[config.mk]
export PLATFORM = sky130hd
export DESIGN_NAME = upc_checkout_tracker
export DESIGN_NICKNAME = d
export VERILOG_FILES = /design/src/rtl/upc_checkout_tracker.sv
export SDC_FILE = /design/constraint.sdc
export NUM_CORES = 1
export LEC_CHECK = 0
export BUFFER_PORTS_ARGS = -buffer_cell sky130_fd_sc_hd__buf_2
export CORE_ASPECT_RATIO = 1.75
export CORE_MARGIN = 4
export CORE_UTILIZATION = 54
export CTS_CLUSTER_DIAMETER = 80
export DETAILED_ROUTE_END_ITERATION = 16
export MAX_ROUTING_LAYER = met4
export PLACE_DENSITY = 0.88
export SKIP_CTS_REPAIR_TIMING = 1
export SLEW_MARGIN = 20
export SYNTH_ARGS = -nofsm -noshare
export SYNTH_HDL_FRONTEND = slang
export SYNTH_SLANG_ARGS = --single-unit
[constraint.sdc]
create_clock -name clk -period 1.8 [get_ports clk]
set_input_delay 0.09 -clock clk [delete_from_list [all_inputs] [get_ports clk]]
set_output_delay 0.09 -clock clk [all_outputs]
set_load 0.03 [all_outputs]
[src/rtl/upc_checkout_tracker.sv]
// upc_checkout_tracker: handshaked UPC scan classifier with theft alarm,
// 7-seg item letter and saturating tallies.
//
// Ports:
//   clk, rst_n          clock, async active-low reset
//   scan_valid/ready    scan handshake (ready only in IDLE)
//   scan_upc/marked/returned  scanned item fields
//   clear               sync clear of all tallies
//   alarm_ack           alarm acknowledge (latch build only)
//   res_valid/discount/stolen  one-cycle result strobe + held flags
//   alarm               theft alarm
//   item_cnt/disc_cnt/stolen_cnt  saturating tallies
//   hex_item            active-low 7-seg code of last item
//
// Build option: define UPC_ALARM_LATCH_EN to hold the alarm until
// alarm_ack; otherwise the alarm lasts ALARM_CYCLES clocks.

module upc_checkout_tracker #(
  parameter int UPC_W = 3,
  parameter int CNT_W = 4,
  parameter logic [(1<<UPC_W)-1:0] DISC_MASK = 8'b1110_1100,
  parameter logic [(1<<UPC_W)-1:0] EXP_MASK  = 8'b1111_0101,
  parameter int ALARM_CYCLES = 8
) (
  input  logic             clk,
  input  logic             rst_n,
  input  logic             scan_valid,
  output logic             scan_ready,
  input  logic [UPC_W-1:0] scan_upc,
  input  logic             scan_marked,
  input  logic             scan_returned,
  input  logic             clear,
  input  logic             alarm_ack,
  output logic             res_valid,
  output logic             res_discount,
  output logic             res_stolen,
  output logic             alarm,
  output logic [CNT_W-1:0] item_cnt,
  output logic [CNT_W-1:0] disc_cnt,
  output logic [CNT_W-1:0] stolen_cnt,
  output logic [6:0]       hex_item
);

  localparam int AW = (ALARM_CYCLES > 1) ? $clog2(ALARM_CYCLES) : 1;

  localparam logic [6:0] HEX_BLANK = 7'b1111111;
  localparam logic [6:0] HEX_DASH  = 7'b0111111;

  typedef enum logic [1:0] {
    S_IDLE,
    S_EVAL,
    S_ALARM
  } state_t;

  state_t           state_q, state_d;
  logic [UPC_W-1:0] upc_q, upc_d;
  logic             marked_q, marked_d;
  logic             returned_q, returned_d;
  logic             ready_q, ready_d;
  logic             res_valid_q, res_valid_d;
  logic             res_disc_q, res_disc_d;
  logic             res_stolen_q, res_stolen_d;
  logic             alarm_q, alarm_d;
  logic [CNT_W-1:0] item_q, item_d;
  logic [CNT_W-1:0] disc_q, disc_d;
  logic [CNT_W-1:0] stol_q, stol_d;
  logic [6:0]       hex_q, hex_d;
  logic [AW-1:0]    acnt_q, acnt_d;

  logic             eval_disc;
  logic             eval_stolen;
  logic [7:0]       code8;
  logic [6:0]       hex_dec;

`ifndef UPC_ALARM_LATCH_EN
  logic unused_ack;
  assign unused_ack = alarm_ack;
`endif

  assign eval_disc   = DISC_MASK[upc_q];
  assign eval_stolen = EXP_MASK[upc_q] & ~marked_q & ~returned_q;
  assign code8       = 8'(upc_q);

  always_comb begin
    hex_dec = HEX_DASH;
    unique case (1'b1)
      (code8 == 8'd0): hex_dec = 7'b0010010;
      (code8 == 8'd1): hex_dec = 7'b1110000;
      (code8 == 8'd2): hex_dec = 7'b1000000;
      (code8 == 8'd4): hex_dec = 7'b0000000;
      (code8 == 8'd5): hex_dec = 7'b1000110;
      (code8 == 8'd7): hex_dec = 7'b0001001;
      default:         hex_dec = HEX_DASH;
    endcase
  end

  function automatic logic [CNT_W-1:0] sat_inc(
    input logic [CNT_W-1:0] v,
    input logic             en
  );
    if (en && (v != '1)) return v + 1'b1;
    return v;
  endfunction

  always_comb begin
    state_d      = state_q;
    upc_d        = upc_q;
    marked_d     = marked_q;
    returned_d   = returned_q;
    res_valid_d  = 1'b0;
    res_disc_d   = res_disc_q;
    res_stolen_d = res_stolen_q;
    item_d       = item_q;
    disc_d       = disc_q;
    stol_d       = stol_q;
    hex_d        = hex_q;
    acnt_d       = acnt_q;

    unique case (state_q)
      S_IDLE: begin
        if (scan_valid && ready_q) begin
          state_d    = S_EVAL;
          upc_d      = scan_upc;
          marked_d   = scan_marked;
          returned_d = scan_returned;
        end
      end
      S_EVAL: begin
        res_valid_d  = 1'b1;
        res_disc_d   = eval_disc;
        res_stolen_d = eval_stolen;
        hex_d        = hex_dec;
        item_d       = sat_inc(item_q, 1'b1);
        disc_d       = sat_inc(disc_q, eval_disc);
        stol_d       = sat_inc(stol_q, eval_stolen);
        if (eval_stolen) begin
          state_d = S_ALARM;
`ifndef UPC_ALARM_LATCH_EN
          // Counts remaining ALARM edges after this one.
          acnt_d  = AW'(ALARM_CYCLES - 1);
`endif
        end else begin
          state_d = S_IDLE;
        end
      end
      S_ALARM: begin
`ifdef UPC_ALARM_LATCH_EN
        if (alarm_ack) state_d = S_IDLE;
`else
        if (acnt_q == '0) state_d = S_IDLE;
        else              acnt_d  = acnt_q - 1'b1;
`endif
      end
      default: state_d = S_IDLE;
    endcase

    // Clear beats a same-edge increment.
    if (clear) begin
      item_d = '0;
      disc_d = '0;
      stol_d = '0;
    end

    ready_d = (state_d == S_IDLE);
    alarm_d = (state_d == S_ALARM);
  end

  always_ff @(posedge clk or negedge rst_n) begin
    if (!rst_n) begin
      state_q      <= S_IDLE;
      upc_q        <= '0;
      marked_q     <= 1'b0;
      returned_q   <= 1'b0;
      ready_q      <= 1'b1;
      res_valid_q  <= 1'b0;
      res_disc_q   <= 1'b0;
      res_stolen_q <= 1'b0;
      alarm_q      <= 1'b0;
      item_q       <= '0;
      disc_q       <= '0;
      stol_q       <= '0;
      hex_q        <= HEX_BLANK;
      acnt_q       <= '0;
    end else begin
      state_q      <= state_d;
      upc_q        <= upc_d;
      marked_q     <= marked_d;
      returned_q   <= returned_d;
      ready_q      <= ready_d;
      res_valid_q  <= res_valid_d;
      res_disc_q   <= res_disc_d;
      res_stolen_q <= res_stolen_d;
      alarm_q      <= alarm_d;
      item_q       <= item_d;
      disc_q       <= disc_d;
      stol_q       <= stol_d;
      hex_q        <= hex_d;
      acnt_q       <= acnt_d;
    end
  end

  assign scan_ready   = ready_q;
  assign res_valid    = res_valid_q;
  assign res_discount = res_disc_q;
  assign res_stolen   = res_stolen_q;
  assign alarm        = alarm_q;
  assign item_cnt     = item_q;
  assign disc_cnt     = disc_q;
  assign stolen_cnt   = stol_q;
  assign hex_item     = hex_q;

endmodule

# Yosys cells after proc, flatten, opt, wreduce, memory -nomap -nowiden
# Memory sizes are Yosys's and may differ from the RTL's.
# Index checks and enable logic that the tools add are counted.
# classes
n_addsub,4
mul,0
n_div,0
order_cmp,1
eq_ne,13
shift,0
n_mux,29
n_bitwise,4
n_reduce_logical,17
# ops
operator,count
$mux W4,12
$pmux W7 S6,1
$add A4 B1 Y4 const B,3
$ne A4 B4 Y1 const B,3
$reduce_bool A2 Y1,5
$eq A3 B3 Y1 const B,3
$mux W1,9
$logic_not A8 Y1,1
$reduce_and A2 Y1,4
$mux W2,3
$mux W3,2
$pmux W2 S3,1
$pmux W3 S2,1
$eq A2 B2 Y1 const B,2
$logic_not A2 Y1,2
$lt A3 B4 Y1 const B,1
$ne A2 B2 Y1 const B,2
$eq A3 B1 Y1 const B,1
$eq A3 B2 Y1 const B,1
$logic_and A1 B1 Y1,3
$logic_not A3 Y1,1
$reduce_and A3 Y1,1
$sub A3 B1 Y3 const B,1
$and A1 B1 Y1,2
other kinds (2),3
# word_totals
register_bits,34
latchBits,0
mem_bits_rw,0
mem_bits_ro,16
output_inout_bits,24
wordCells,84
mem_count,2
# mem_list
memory,words,width,rd,rd_ports_with_merged_regs,wr,line,source
(name not given),8,1,1,0,0,81,assign eval_stolen = EXP_MASK[upc_q] & ~marked_q & ~returned_q;
(name not given),8,1,1,0,0,80,assign eval_disc = DISC_MASK[upc_q];

# Logic depth before layout (Yosys ltp)
# depth
depth_word,10
ltp_mapped,7
mapped_depth_nobuf,7

# Worst setup path before layout
# Ideal clock, no wire load.
# synth_timing
path_kind,register to register
startpoint,reg acnt_q[0]
endpoint,reg alarm_q (netlist: alarm)
setup_ns,0.066
arrival_ns,1.355
slack_ns,0.379
stages_incl_launch_ff,8
n_path_buf,0
period_less_slack_ns,1.421
path_cell_list,dfrtp_1 -> inv_1 -> ha_1 -> ha_1 -> nor2b_2 -> o21ai_0 -> a21oi_2 -> and2_1
# synth_via
elab_chain_len,4
# synth_lines
item,line,source
"start, declared",68,"logic [AW-1:0] acnt_q, acnt_d;"
"start signal, assigned",198,acnt_q <= acnt_d;
$logic_not A3 Y1,150,if (acnt_q == '0) state_d = S_IDLE;
$mux W2,150,
$pmux W2 S3,119,unique case (state_q)
net state_d[1],55,"state_t state_q, state_d;"
$eq A2 B2 Y1,165,alarm_d = (state_d == S_ALARM);
net alarm_d,63,"logic alarm_q, alarm_d;"
"end signal, assigned",193,alarm_q <= alarm_d;
"end, declared",63,
# The timed path passes the listed nets, and every way through them passes these cells.
# A chain may end at the register's enable or synchronous reset.

# Worst setup path after layout
# Ends and elaborated chain as after synthesis.

==> run_results.csv <==
group,metric,value,unit
sta,finalSetupTns,0,ns
synthesis,ys_seq_area_share,48.62,%
setup_path,crit_family,"adder cells",
global_routing,track_usage,19.81,%
cells_and_area,stdcell_count,238,
clock_network,numClockSinks,33,
synthesis,ys_top_cells_by_count,"dfrtp_1, nor2_1, nand3_1, a21oi_1, ha_1",
sta,hold_violations,0,
global_routing,grt_max_degree,34,
die,ios,34,
synthesis,ys_warn_count,0,
route,via_per_inst,5.353,
setup_path,reg2reg_to,"alarm",
clock_network,cts_buffer_depth,2,
setup_path,crit_top_cell,"ha_1",
power,power_frac_clock,16.9,%
setup_path,crit_type,"flop to flop",
power,intPower,0.001939,W
sta,drv_slew,0,
die,initial_core_util,57.36,%
setup_path,regToRegSetupSlack,0.20,ns
cells_and_area,fillers,240,
route,drt_pass1_iterations,4,
synthesis,yosysMostFrequentCell,"dfrtp_1",
die,die_x,50.62,µm
global_routing,grt.overflow.total,0,
place,dp_cells,229,
global_routing,grt_pass1_vias,1335,
min_path,hold_class,"input pin to flop",
route,wl,3426,µm
synthesis,synth_nets,179,
sta,worstMarginPinSlew,0.7106,ns
setup_path,ff2ff_path_depth,7,
power,switching_share,42.23,%
die,core,2993,µm²
cells_and_area,syn2layout_area_growth,16.33,%
sta,slew_headroom,52.63,%
sta,min_period,1.600,ns
route,vias,1274,
power,seqPwrFrac,38.2,%
setup_path,critPathMaxStageDelay,0.39,ns
synthesis,synth_edf_count,0,
setup_path,critPathLaunchType,"flop",
cells_and_area,drive_gt1_share,34.18,%
cells_and_area,antennaDiodeCount,0,
clock_network,cts-root-buf,"clkbuf_8",
synthesis,synth_ff_type,"dfrtp_1",
setup_path,critPathBufInv,1,
route,wl_per_cell,14.39,µm
sta,hold_ws,0.03370,ns
die,die_h,82.59,µm
clock_network,htree_levels,2,
synthesis,async_reset_ff_share,100.0,%
power,p_total,0.003357,W
synthesis,netlist_area,1717,µm²
clock_network,clk_pin_slew_worst_paths,0.06,ns
global_routing,antenna_found_initial,0,
setup_path,critPathSlowestCell,"dfrtp_1",
die,placementRows,26,
setup_path,cp.required,2.03,ns
sta,skew,0.01046,ns
sta,rsz0062_at_grt,"no",
setup_path,crit_arrival,1.83,ns
synthesis,yosysUniqueCellTypes,42,
power,power_frac_comb,44.9,%
setup_path,crit_chain,"inv_1 -> ha_1 -> ha_1 -> nor2b_2 -> o21ai_0 -> a21oi_2 -> and2_1",
power,vdd_drop_max,0.001033,V
synthesis,netlist_top_cells_area,"dfrtp_1, dfstp_2, ha_1, mux2_2, nor2_1",
power,power.leakage,0.9993,nW
route,drt_iter0_drc,24,
die,dieArea,4180,µm²
run_status,run_status,"finished clean",
sta,fmaxAchievable,624.9,MHz
setup_path,critPathMaxFanout,5,
synthesis,netlist_instances,160,
place,finalWeightedCongestion,0.7545,
synthesis,ys_seq_elements,33,
min_path,min_from,"scan_upc[2]",
place,port-buffer-count,32,
cells_and_area,nets,214,
power,power_density,1681,nW/µm²
route,ant_nets,0,
setup_path,setup.worst_path.end_class,"flop",
synthesis,avgSynthCellArea,10.73,µm²
clock_network,clock_latency,0.29,ns
min_path,hold_depth,2,
place,place_hpwl,2628,µm
power,power_switching,0.001418,W
synthesis,synth_top_cell_by_area,"dfrtp_1",
sta,period_share,88.91,%
route,drc,0,
clock_network,cts-buffers-inserted,5,
global_routing,grt_pass1_wl,5934,µm
sta,setup_violations,0,
synthesis,synth_top_area_share,37.90,%
run,drv_cap,0,
setup_path,timing.rr.start,"acnt_q[0]",
clock_network,cts_tree,"done",
min_path,min_to,"upc_q[2]",
-- worst max path at each step --
stage                from     endpoint  slack, ns  depth (start not counted)
2_1_floorplan   acnt_q[0]        alarm       0.38                          7
3_3_place_gp    acnt_q[0]        alarm       0.28                          7
3_5_place_dp    acnt_q[0]        alarm       0.21                          7
4_1_cts         acnt_q[0]        alarm       0.19                          7
5_1_grt        state_q[1]  hex_item[3]       0.06                          6
6_report        acnt_q[0]        alarm       0.20                          7
-- registers in the layout (all words and copies together) (netlist names) --
| register | cells |
|---|---|
| disc_cnt | 4 |
| stolen_cnt | 4 |
| state_q | 2 |
| alarm | 1 |
| res_stolen | 1 |
| hex_item | 6 |
| acnt_q | 3 |
| upc_q | 3 |
| scan_ready | 1 |
| res_valid | 1 |
| marked_q | 1 |
| returned_q | 1 |
| item_cnt | 4 |
| res_discount | 1 |
-- layout by cell type (no fill, tap or decap), types with 3 or more instances in the layout --
cell,instances
dfstp_2,7
xor2_1,7
dfrtp_1,26
ha_1,9
nor2_1,19
clkbuf_8,6
buf_2,32
nand3_1,13
o21ai_0,5
nand2_1,6
mux2_2,7
inv_1,8
nor3_1,3
buf_4,3
mux2i_1,3
nor2b_1,3
a21oi_1,9
-- metrics by stage --
step	worst slack, ns	util, %	instance area (µm²)
after floorplan	0.3791	-	1717
after global placement	0.2798	63.38	1897
after detailed placement	0.2080	63.38	1897
after CTS	0.1931	66.39	1987
after global routing	0.06456	66.72	1997
final	0.1997	66.72	1997
-- layer usage --
layer / track usage (%) / part of all wire, %
met1: 18.79 / 37
met2: 36.39 / 56
met3: 4.847 / 4.4
met4: 10.51 / 2.4
met5: - / 0
-- worst register-to-register path, cell delays in order (launching register included) --
cell and delay (ns):
dfrtp_1 0.39, inv_1 0.06, ha_1 0.20, ha_1 0.21, nor2b_2 0.21, o21ai_0 0.18
a21oi_2 0.17, and2_1 0.13
-- power by group through the flow --
stage / Clock [W] / Sequential, W / Combinational (W)
floorplan: 0 / 0.00151 / 0.000982
global placement: 0 / 0.00127 / 0.00145
detailed placement: 0 / 0.00130 / 0.00152
CTS: 0.000582 / 0.00128 / 0.00153
global route: 0.000612 / 0.00132 / 0.00164
finish: 0.000568 / 0.00128 / 0.00151
-- cell type report --
cell class / count / area, µm² / area share, %
flip-flops and latches: 33 / 834.6 / 41.79
multi-input cells: 111 / 797.0 / 39.91
repair buffers: 36 / 192.7 / 9.649
clock buffers: 8 / 90.09 / 4.511
well taps: 42 / 52.55 / 2.632
inverters: 8 / 30.03 / 1.504
-- cell families after synthesis --
group | count (synthesis) | share of synthesized area [%]
xor gates and xnor gates | 8 | 4.082
and+or+nand+nor | 57 | 18.81
buffers and inverters | 16 | 4.956
AOI/OAI and AO/OA | 27 | 10.64
muxes | 10 | 6.341
DFF | 33 | 48.62
adders and majority gates | 9 | 6.560
No activity file was read; power rests on OpenSTA's default activity.
